### src/rtl/psr_cond_unit.sv
// PSR latch and branch-condition evaluator for the execute stage.
// Optional shadow PSR / interrupt FSM enabled by defining PSR_SHADOW_EN.
`ifndef PRSWIDTH
`define PRSWIDTH 5
`endif
`ifndef psrC
`define psrC 0
`endif
`ifndef psrL
`define psrL 1
`endif
`ifndef psrF
`define psrF 2
`endif
`ifndef psrZ
`define psrZ 3
`endif
`ifndef psrN
`define psrN 4
`endif

module psr_cond_unit #(
    parameter int PSR_W  = `PRSWIDTH,
    parameter int COND_W = 4
) (
    input  logic              clk,
    input  logic              reset,
    input  logic [PSR_W-1:0]  psrIn,
    input  logic [PSR_W-1:0]  flagWe,
    input  logic              stall,
    input  logic              condValid,
    input  logic [COND_W-1:0] condCode,
    input  logic              intEnter,
    input  logic              intExit,
    output logic [PSR_W-1:0]  psrOut,
    output logic              takeBranch,
    output logic              branchValid,
    output logic              inIsr,
    output logic              nestErr
);

    logic [PSR_W-1:0] psr_next;
    logic             cond_hit;
    logic             fz, fc, fl, ff, fn;

    always_comb begin
        for (int i = 0; i < PSR_W; i++)
            psr_next[i] = flagWe[i] ? psrIn[i] : psrOut[i];
    end

    // Conditions see the flags being written this cycle (compare+branch bypass).
    assign fz = psr_next[`psrZ];
    assign fc = psr_next[`psrC];
    assign fl = psr_next[`psrL];
    assign ff = psr_next[`psrF];
    assign fn = psr_next[`psrN];

    always_comb begin
        cond_hit = 1'b0;
        case (condCode)
            COND_W'(0):  cond_hit = fz;
            COND_W'(1):  cond_hit = !fz;
            COND_W'(2):  cond_hit = fc;
            COND_W'(3):  cond_hit = !fc;
            COND_W'(4):  cond_hit = !fl && !fz;
            COND_W'(5):  cond_hit = fl || fz;
            COND_W'(6):  cond_hit = fl;
            COND_W'(7):  cond_hit = !fl;
            COND_W'(8):  cond_hit = !fn && !fz;
            COND_W'(9):  cond_hit = fn || fz;
            COND_W'(10): cond_hit = ff;
            COND_W'(11): cond_hit = !ff;
            COND_W'(12): cond_hit = fn;
            COND_W'(13): cond_hit = !fn;
            COND_W'(14): cond_hit = 1'b1;
            default:     cond_hit = 1'b0;
        endcase
    end

    always_ff @(posedge clk) begin
        if (reset) begin
            takeBranch  <= 1'b0;
            branchValid <= 1'b0;
        end else if (stall) begin
            branchValid <= 1'b0;
        end else begin
            branchValid <= condValid;
            if (condValid)
                takeBranch <= cond_hit;
        end
    end

`ifdef PSR_SHADOW_EN
    typedef enum logic {NORMAL, ISR} state_t;

    state_t           state, state_nxt;
    logic [PSR_W-1:0] shadow, shadow_nxt, psr_d;
    logic             err_nxt;

    always_comb begin
        state_nxt  = state;
        shadow_nxt = shadow;
        psr_d      = psr_next;
        err_nxt    = nestErr;
        if (stall) begin
            psr_d = psrOut;
        end else begin
            case (state)
                NORMAL: begin
                    if (intEnter) begin
                        shadow_nxt = psr_next;
                        state_nxt  = ISR;
                    end
                    if (intExit)
                        err_nxt = 1'b1;
                end
                ISR: begin
                    // Restore takes precedence over any flag write this cycle.
                    if (intExit) begin
                        psr_d     = shadow;
                        state_nxt = NORMAL;
                    end
                    if (intEnter)
                        err_nxt = 1'b1;
                end
                default: state_nxt = NORMAL;
            endcase
        end
    end

    always_ff @(posedge clk) begin
        if (reset) begin
            state   <= NORMAL;
            shadow  <= '0;
            psrOut  <= '0;
            nestErr <= 1'b0;
        end else begin
            state   <= state_nxt;
            shadow  <= shadow_nxt;
            psrOut  <= psr_d;
            nestErr <= err_nxt;
        end
    end

    assign inIsr = (state == ISR);
`else
    logic unused_int;
    assign unused_int = intEnter ^ intExit;

    always_ff @(posedge clk) begin
        if (reset)
            psrOut <= '0;
        else if (!stall)
            psrOut <= psr_next;
    end

    assign inIsr   = 1'b0;
    assign nestErr = 1'b0;
`endif

endmodule
### config.mk
export PLATFORM = sky130hd
export DESIGN_NAME = psr_cond_unit
export DESIGN_NICKNAME = d
export VERILOG_FILES = /design/src/rtl/psr_cond_unit.sv
export SDC_FILE = /design/constraint.sdc
export NUM_CORES = 1
export LEC_CHECK = 0
export ABC_AREA = 1
export CORE_MARGIN = 2
export CORE_UTILIZATION = 40
export DETAILED_ROUTE_END_ITERATION = 8
export PLACE_DENSITY = 0.78
export SYNTH_ARGS = -nofsm -noshare
export SYNTH_HDL_FRONTEND = slang
export SYNTH_SLANG_ARGS = --single-unit
### constraint.sdc
create_clock -name clk -period 1.35 [get_ports clk]
set_clock_uncertainty 0.2 [all_clocks]
set_input_delay 0.27 -clock clk [delete_from_list [all_inputs] [get_ports clk]]
set_output_delay 0.27 -clock clk [all_outputs]
set_load 0.01 [all_outputs]
Word level (Yosys, flattened, before mapping)
Index checks and enable logic that the tools add are counted.
{"block": "classes", "eq_ne": 14, "mux": 6, "n_bitwise": 1, "n_reduce_logical": 12}
{"cell": "equality test 4 bit, second input constant", "count": 7}
{"cell": "equality test 4 x 3 -> 1 bit, second input constant", "count": 4}
{"cell": "one-hot mux 1 bit (15 select lines)", "count": 1}
{"cell": "equality test 4 x 2 -> 1 bit, second input constant", "count": 2}
{"cell": "logical NOT 1 bit", "count": 5}
{"cell": "2-to-1 mux 1 bit", "count": 5}
{"cell": "equality test 4 x 1 -> 1 bit, second input constant", "count": 1}
{"cell": "logical NOT 4 bit", "count": 1}
{"cell": "logical AND 1 bit", "count": 2}
{"cell": "logical OR 1 bit", "count": 2}
{"cell": "AND reduction 2 bit", "count": 1}
{"cell": "OR reduction 2 bit", "count": 1}
{"cell": "NOT 1 bit", "count": 1}
{"block": "word_totals", "register_bits": 7, "inputBits": 20, "output_inout_bits": 9, "wordCells": 36}

Logic depth before layout (Yosys ltp)
{"block": "logic_depth", "ltp_word": 4, "ltp_mapped": 11, "mapped_depth_nobuf": 11}

Worst setup path after synthesis
OpenSTA, ideal clock, no wires.
{"block": "synth_timing", "kind": "register -> register", "from": "register psrOut[4]", "to": "register takeBranch", "setup_ps": 114, "arrival_time_ps": 1001, "t_required_ps": 1036, "path_slack_ps": 35, "stages_incl_launch_ff": 10, "path_buffers": 0, "period_less_slack_ps": 1315, "path_cell_list": "dfxtp_1 -> inv_1 -> o21ai_0 -> nand2_1 -> nand2_1 -> nor2_1 -> nor2_1 -> nand3_1 -> nand2_1 -> a21oi_2"}
{"block": "synth_via", "elab_chain_cells": 4, "elab_cells_between_ends": 5, "classes_between": "2 x mux; 3 x reduce/logical"}
{"element": "start, declared", "line_no": "35", "source": "output logic [PSR_W-1:0] psrOut,"}
{"element": "start signal, assigned", "line_no": "154", "source": "psrOut <= psr_next;"}
{"element": "2-to-1 mux 1 bit (*)", "line_no": "48", "source": "psr_next[i] = flagWe[i] ? psrIn[i] : psrOut[i];"}
{"element": "logical NOT 1 bit", "line_no": "69, 74"}
{"element": "logical AND 1 bit", "line_no": "69", "source": "COND_W'(8): cond_hit = !fn && !fz;"}
{"element": "one-hot mux 1 bit (15 select lines) (*)", "line_no": "60", "source": "case (condCode)"}
{"element": "end signal, assigned", "line_no": "89", "source": "takeBranch <= cond_hit;"}
{"element": "end, declared", "line_no": "36", "source": "output logic takeBranch,"}
Mark *: on every way between the ends. The rest lies on a longest branch, timed or not.
A chain may end at the register's enable or synchronous reset.

Final worst setup path
{"block": "layout_timing", "from": "input condCode[0]", "to": "register takeBranch"}
{"block": "layout_via", "elab_chain_cells": 2, "elab_cells_between_ends": 16, "classes_between": "14 x eq/ne; 1 x mux; 1 x reduce/logical"}
{"element": "start, declared", "line_no": "32", "source": "input logic [COND_W-1:0] condCode,"}
{"element": "equality test 4 bit (tied with other cells)", "line_no": "60"}
{"element": "one-hot mux 1 bit (15 select lines) (*)", "line_no": "60"}
Marks and branches as above.

==> report_table.html <==
<table>
<tr><th>Metric</th><th>Value</th></tr>
<tr><th colspan="2">Floorplan</th></tr>
<tr><td>Die outline height</td><td>43.71 um</td></tr>
<tr><td>Die footprint</td><td>0.001910 mm2</td></tr>
<tr><td>IO Count</td><td>29</td></tr>
<tr><td>Initial core utilization</td><td>42.35%</td></tr>
<tr><td>Core region area</td><td>0.001489 mm2</td></tr>
<tr><td>Row Count</td><td>14</td></tr>
<tr><td>DIE WIDTH</td><td>43.71 um</td></tr>
<tr><th colspan="2">Clocking</th></tr>
<tr><td>Total number of clock tree sinks</td><td>7</td></tr>
<tr><td>Clock tree from TritonCTS</td><td>built</td></tr>
<tr><td>Clock tree buffer depth</td><td>2</td></tr>
<tr><td>Number of buffers added by the clock tree synthesis step</td><td>3</td></tr>
<tr><td>Root buffer cell</td><td>sky130_fd_sc_hd__clkbuf_4</td></tr>
<tr><td>CTS H-Tree Depth</td><td>1</td></tr>
<tr><td>Clock transition time at the flip-flop clock pins of the worst setup and hold paths</td><td>0.06 ns</td></tr>
<tr><td>Source-to-sink clock delay at the later pin of the worst-skew pair</td><td>0.25 ns</td></tr>
<tr><td>Hold-fix buffer count after cts</td><td>0</td></tr>
<tr><th colspan="2">Power and ir drop</th></tr>
<tr><td>Peak supply drop</td><td>0.4691 mV</td></tr>
<tr><td>Power density cells</td><td>694.9 mW/mm2</td></tr>
<tr><td>Leak Pwr</td><td>0.5516 nW</td></tr>
<tr><th colspan="2">Outcome</th></tr>
<tr><td>Status</td><td>finished clean</td></tr>
<tr><th colspan="2">Final layout</th></tr>
<tr><td>Layout overhead on the synthesized area</td><td>48.02%</td></tr>
<tr><td>Final standard cell utilization of the core</td><td>62.69%</td></tr>
<tr><td>Layout Nets</td><td>174</td></tr>
<tr><td>Antenna diode count</td><td>0</td></tr>
<tr><td>Post-route standard cell area excluding fillers</td><td>933.4 um2</td></tr>
<tr><td>Fraction of layout cells with a size suffix above 1</td><td>22.22%</td></tr>
<tr><th colspan="2">Route</th></tr>
<tr><td>Post-Route WL</td><td>1535 um</td></tr>
<tr><td>Number of detailed-route iterations in the first pass</td><td>4</td></tr>
<tr><td>Mean number of vias per cell</td><td>4.639</td></tr>
<tr><td>Count of unresolved DRC violations after routing</td><td>0</td></tr>
<tr><td>Violation count after the first detailed-route iteration</td><td>18</td></tr>
<tr><td>Post-detailed-route wirelength per cell</td><td>9.083 um</td></tr>
<tr><td>Number of vias after detailed routing</td><td>784</td></tr>
<tr><td>Remaining antenna violation count</td><td>0</td></tr>
<tr><th colspan="2">Critical path</th></tr>
<tr><td>Type of origin of the critical path</td><td>input port</td></tr>
<tr><td>CP Max Fanout</td><td>5</td></tr>
<tr><td>Category of the worst setup path capture point</td><td>register</td></tr>
<tr><td>Crit path DAT</td><td>1.29 ns</td></tr>
<tr><td>Critical-path cell with the highest stage delay</td><td>sky130_fd_sc_hd__dlygate4sd2_1</td></tr>
<tr><td>Cell-by-cell trace of the critical path</td><td>dlygate4sd2_1, nand2_2, inv_2, nand2_1, nor2_1, nor2_1, nand2_1, nor2_1, nand3_1, nand2_1, a21oi_2</td></tr>
<tr><td>Crit Path Class</td><td>in2reg</td></tr>
<tr><td>CP Data Required Time</td><td>1.30 ns</td></tr>
<tr><td>Slowest stage delay, CP</td><td>0.29 ns</td></tr>
<tr><td>Depth of the worst register-to-register path</td><td>9</td></tr>
<tr><th colspan="2">Global routing</th></tr>
<tr><td>Overall overflow remaining after global route</td><td>0</td></tr>
<tr><td>Wire length of the first global-routing pass</td><td>2628 um</td></tr>
<tr><td>Pin count of the biggest net entering global routing</td><td>11</td></tr>
<tr><td>Gr usage total</td><td>17.70%</td></tr>
<tr><td>Number of global-route vias before repair</td><td>682</td></tr>
<tr><td>Antenna violations before repair</td><td>0</td></tr>
<tr><th colspan="2">Logic synthesis</th></tr>
<tr><td>Post-synthesis sequential element count</td><td>7</td></tr>
<tr><td>Gate count of the mapped netlist</td><td>120</td></tr>
<tr><td>Sequential cell area fraction in the yosys report</td><td>22.22%</td></tr>
<tr><td>Mapped Area</td><td>630.6 um2</td></tr>
<tr><td>Syn_area_per_cell</td><td>5.255 um2</td></tr>
<tr><td>Number of distinct standard cells referenced by the synthesized netlist</td><td>17</td></tr>
<tr><td>Synth Warn #</td><td>0</td></tr>
<tr><th colspan="2">Timing</th></tr>
<tr><td>Time the final worst path needs with I/O delays and setup</td><td>1.340 ns</td></tr>
<tr><td>Setup-failing EPs final</td><td>0</td></tr>
<tr><td>Final Worst Setup Slack</td><td>0.01002 ns</td></tr>
<tr><td>Max Transition Viols Final</td><td>0</td></tr>
<tr><td>Hold slack final</td><td>0.2772 ns</td></tr>
<tr><td>Final cycle utilization of the critical path</td><td>99.26%</td></tr>
<tr><td>Number of failing hold endpoints at the final stage</td><td>0</td></tr>
<tr><td>Highest attainable clock frequency</td><td>746.3 MHz</td></tr>
<tr><td>Unrepaired setup endpoints after global routing</td><td>true</td></tr>
<tr><td>Total negative slack for setup checks</td><td>0 ns</td></tr>
<tr><th colspan="2">Placed design</th></tr>
<tr><td>DP Wirelength</td><td>1226 um</td></tr>
<tr><td>Worst slack, placed</td><td>-0.5061 ns</td></tr>
<tr><td>Count of port buffers added during placement</td><td>24</td></tr>
<tr><td>Post-DP Area</td><td>920.9 um2</td></tr>
<tr><td>Weighted congestion at the end of routability-driven global placement</td><td>0.8564</td></tr>
<tr><th colspan="2">Worst hold path</th></tr>
<tr><td>Worst Hold Class</td><td>reg2reg</td></tr>
<tr><td>Depth of the worst hold-timing path</td><td>2</td></tr>
<tr><th colspan="2">Job</th></tr>
<tr><td>Number of violations of the max-capacitance limit</td><td>0</td></tr>
</table>
==> metrics by stage <==
| step | std cells | power, mW |
|---|---|---|
| finish | 169 | 0.6486 |
| global placement | 164 | 0.4636 |
| floorplan | 121 | 0.3496 |
| CTS | 169 | 0.6496 |
| global route | 169 | 0.6939 |
| detailed placement | 164 | 0.4668 |
==> cell type report <==
| cell class | instances | area, um2 |
|---|---|---|
| Fill cell | 149 | 555.5 |
| Multi-Input combinational cell | 85 | 394.1 |
| Timing Repair Buffer | 31 | 254.0 |
| Sequential cell | 7 | 141.4 |
| Inverter | 26 | 97.59 |
| Clock buffer | 4 | 26.28 |
| Tap cell | 16 | 20.02 |
==> report_power, final <==
group	total (mW)	internal, mW	switching [mW]
logic	0.220	0.101	0.119
clock network	0.199	0.113	0.0859
registers	0.229	0.221	0.00800
total	0.649	0.436	0.213
==> cells in the mapped netlist <==
| cell type | count | area share (%) |
|---|---|---|
| sky130_fd_sc_hd__o21ai_2 | 1 | 1.4 |
| sky130_fd_sc_hd__a21oi_2 | 1 | 1.4 |
| sky130_fd_sc_hd__o21ai_1 | 1 | 0.79 |
| sky130_fd_sc_hd__a21oi_1 | 6 | 4.8 |
| sky130_fd_sc_hd__nor2_2 | 2 | 2.0 |
| sky130_fd_sc_hd__clkbuf_1 | 1 | 0.59 |
| sky130_fd_sc_hd__nand3_2 | 2 | 3.2 |
| sky130_fd_sc_hd__inv_2 | 4 | 2.4 |
| sky130_fd_sc_hd__inv_1 | 22 | 13 |
| sky130_fd_sc_hd__buf_4 | 2 | 2.4 |
| sky130_fd_sc_hd__conb_1 | 1 | 0.59 |
| sky130_fd_sc_hd__dfxtp_1 | 7 | 22 |
| sky130_fd_sc_hd__nor2_1 | 14 | 8.3 |
| sky130_fd_sc_hd__nand3_1 | 6 | 4.8 |
| sky130_fd_sc_hd__o21ai_0 | 6 | 4.8 |
| sky130_fd_sc_hd__a21boi_2 | 1 | 1.8 |
| sky130_fd_sc_hd__nand2_1 | 43 | 26 |
==> logic make-up after synthesis <==
logic type,synth area share (%)
AO/OA/AOI/OAI,14.88
buffers and inverters,18.45
flip-flops,22.22
other,0.5947
AND/OR/NAND/NOR,43.85
==> state kept, by name, indices dropped and copies added (netlist names) <==
name and cells:
branchValid 1, psrOut 5, takeBranch 1
==> cells in the final DEF, fill, tap and decap left out <==
| master | Yosys | routed |
|---|---|---|
| sky130_fd_sc_hd__o21ai_2 | 1 | 2 |
| sky130_fd_sc_hd__nand2_2 | 0 | 3 |
| sky130_fd_sc_hd__conb_1 | 1 | 2 |
| sky130_fd_sc_hd__a21boi_2 | 1 | 1 |
| sky130_fd_sc_hd__inv_2 | 4 | 6 |
| sky130_fd_sc_hd__o21ai_0 | 6 | 5 |
| sky130_fd_sc_hd__clkbuf_1 | 1 | 1 |
| sky130_fd_sc_hd__dfxtp_1 | 7 | 6 |
| sky130_fd_sc_hd__dlygate4sd2_1 | 0 | 15 |
| sky130_fd_sc_hd__dfxtp_2 | 0 | 1 |
| sky130_fd_sc_hd__clkbuf_4 | 0 | 3 |
| sky130_fd_sc_hd__clkdlybuf4s50_1 | 0 | 3 |
| sky130_fd_sc_hd__nor2_2 | 2 | 4 |
| sky130_fd_sc_hd__inv_1 | 22 | 20 |
| sky130_fd_sc_hd__nor2_1 | 14 | 12 |
| sky130_fd_sc_hd__nand2_1 | 43 | 40 |
| sky130_fd_sc_hd__clkbuf_2 | 0 | 4 |
| sky130_fd_sc_hd__a21oi_1 | 6 | 6 |
| sky130_fd_sc_hd__buf_4 | 2 | 7 |
| sky130_fd_sc_hd__nand3_1 | 6 | 6 |
| sky130_fd_sc_hd__a21oi_2 | 1 | 1 |
| sky130_fd_sc_hd__o21ai_1 | 1 | 1 |
| sky130_fd_sc_hd__clkdlybuf4s15_1 | 0 | 2 |
| sky130_fd_sc_hd__nand3_2 | 2 | 2 |
==> worst paths after layout <==
| path | from | endpoint | slack, ns |
|---|---|---|---|
| min reg2reg | takeBranch | takeBranch | 0.28 |
| max | condCode[0] | takeBranch | 0.01 |
| max reg2reg | psrOut[2] | takeBranch | 0.01 |
| min | takeBranch | takeBranch | 0.28 |
==> timing repair <==
| item | CTS | global route |
|---|---|---|
| buffers inserted | 1 | 0 |
| endpoints found under the setup margin | 8 | 5 |
| pin swaps | 12 | 6 |
| cloned | 0 | 0 |
| gates resized for setup | 27 | 14 |
==> routing by layer <==
layer  track usage, %  routed length, um
met1            23.04                726
met2            28.82                721
met3            3.750                 69
met4            6.061                 18
met5                0                  0
==> worst max-delay path: cells and delay by family <==
kind | cells | cell delay, ns
AOI/OAI and AO/OA | 1 | 0.05
and+or+nand+nor | 8 | 0.63
buffers and inverters | 2 | 0.33
(Power assumes the default switching activity.)
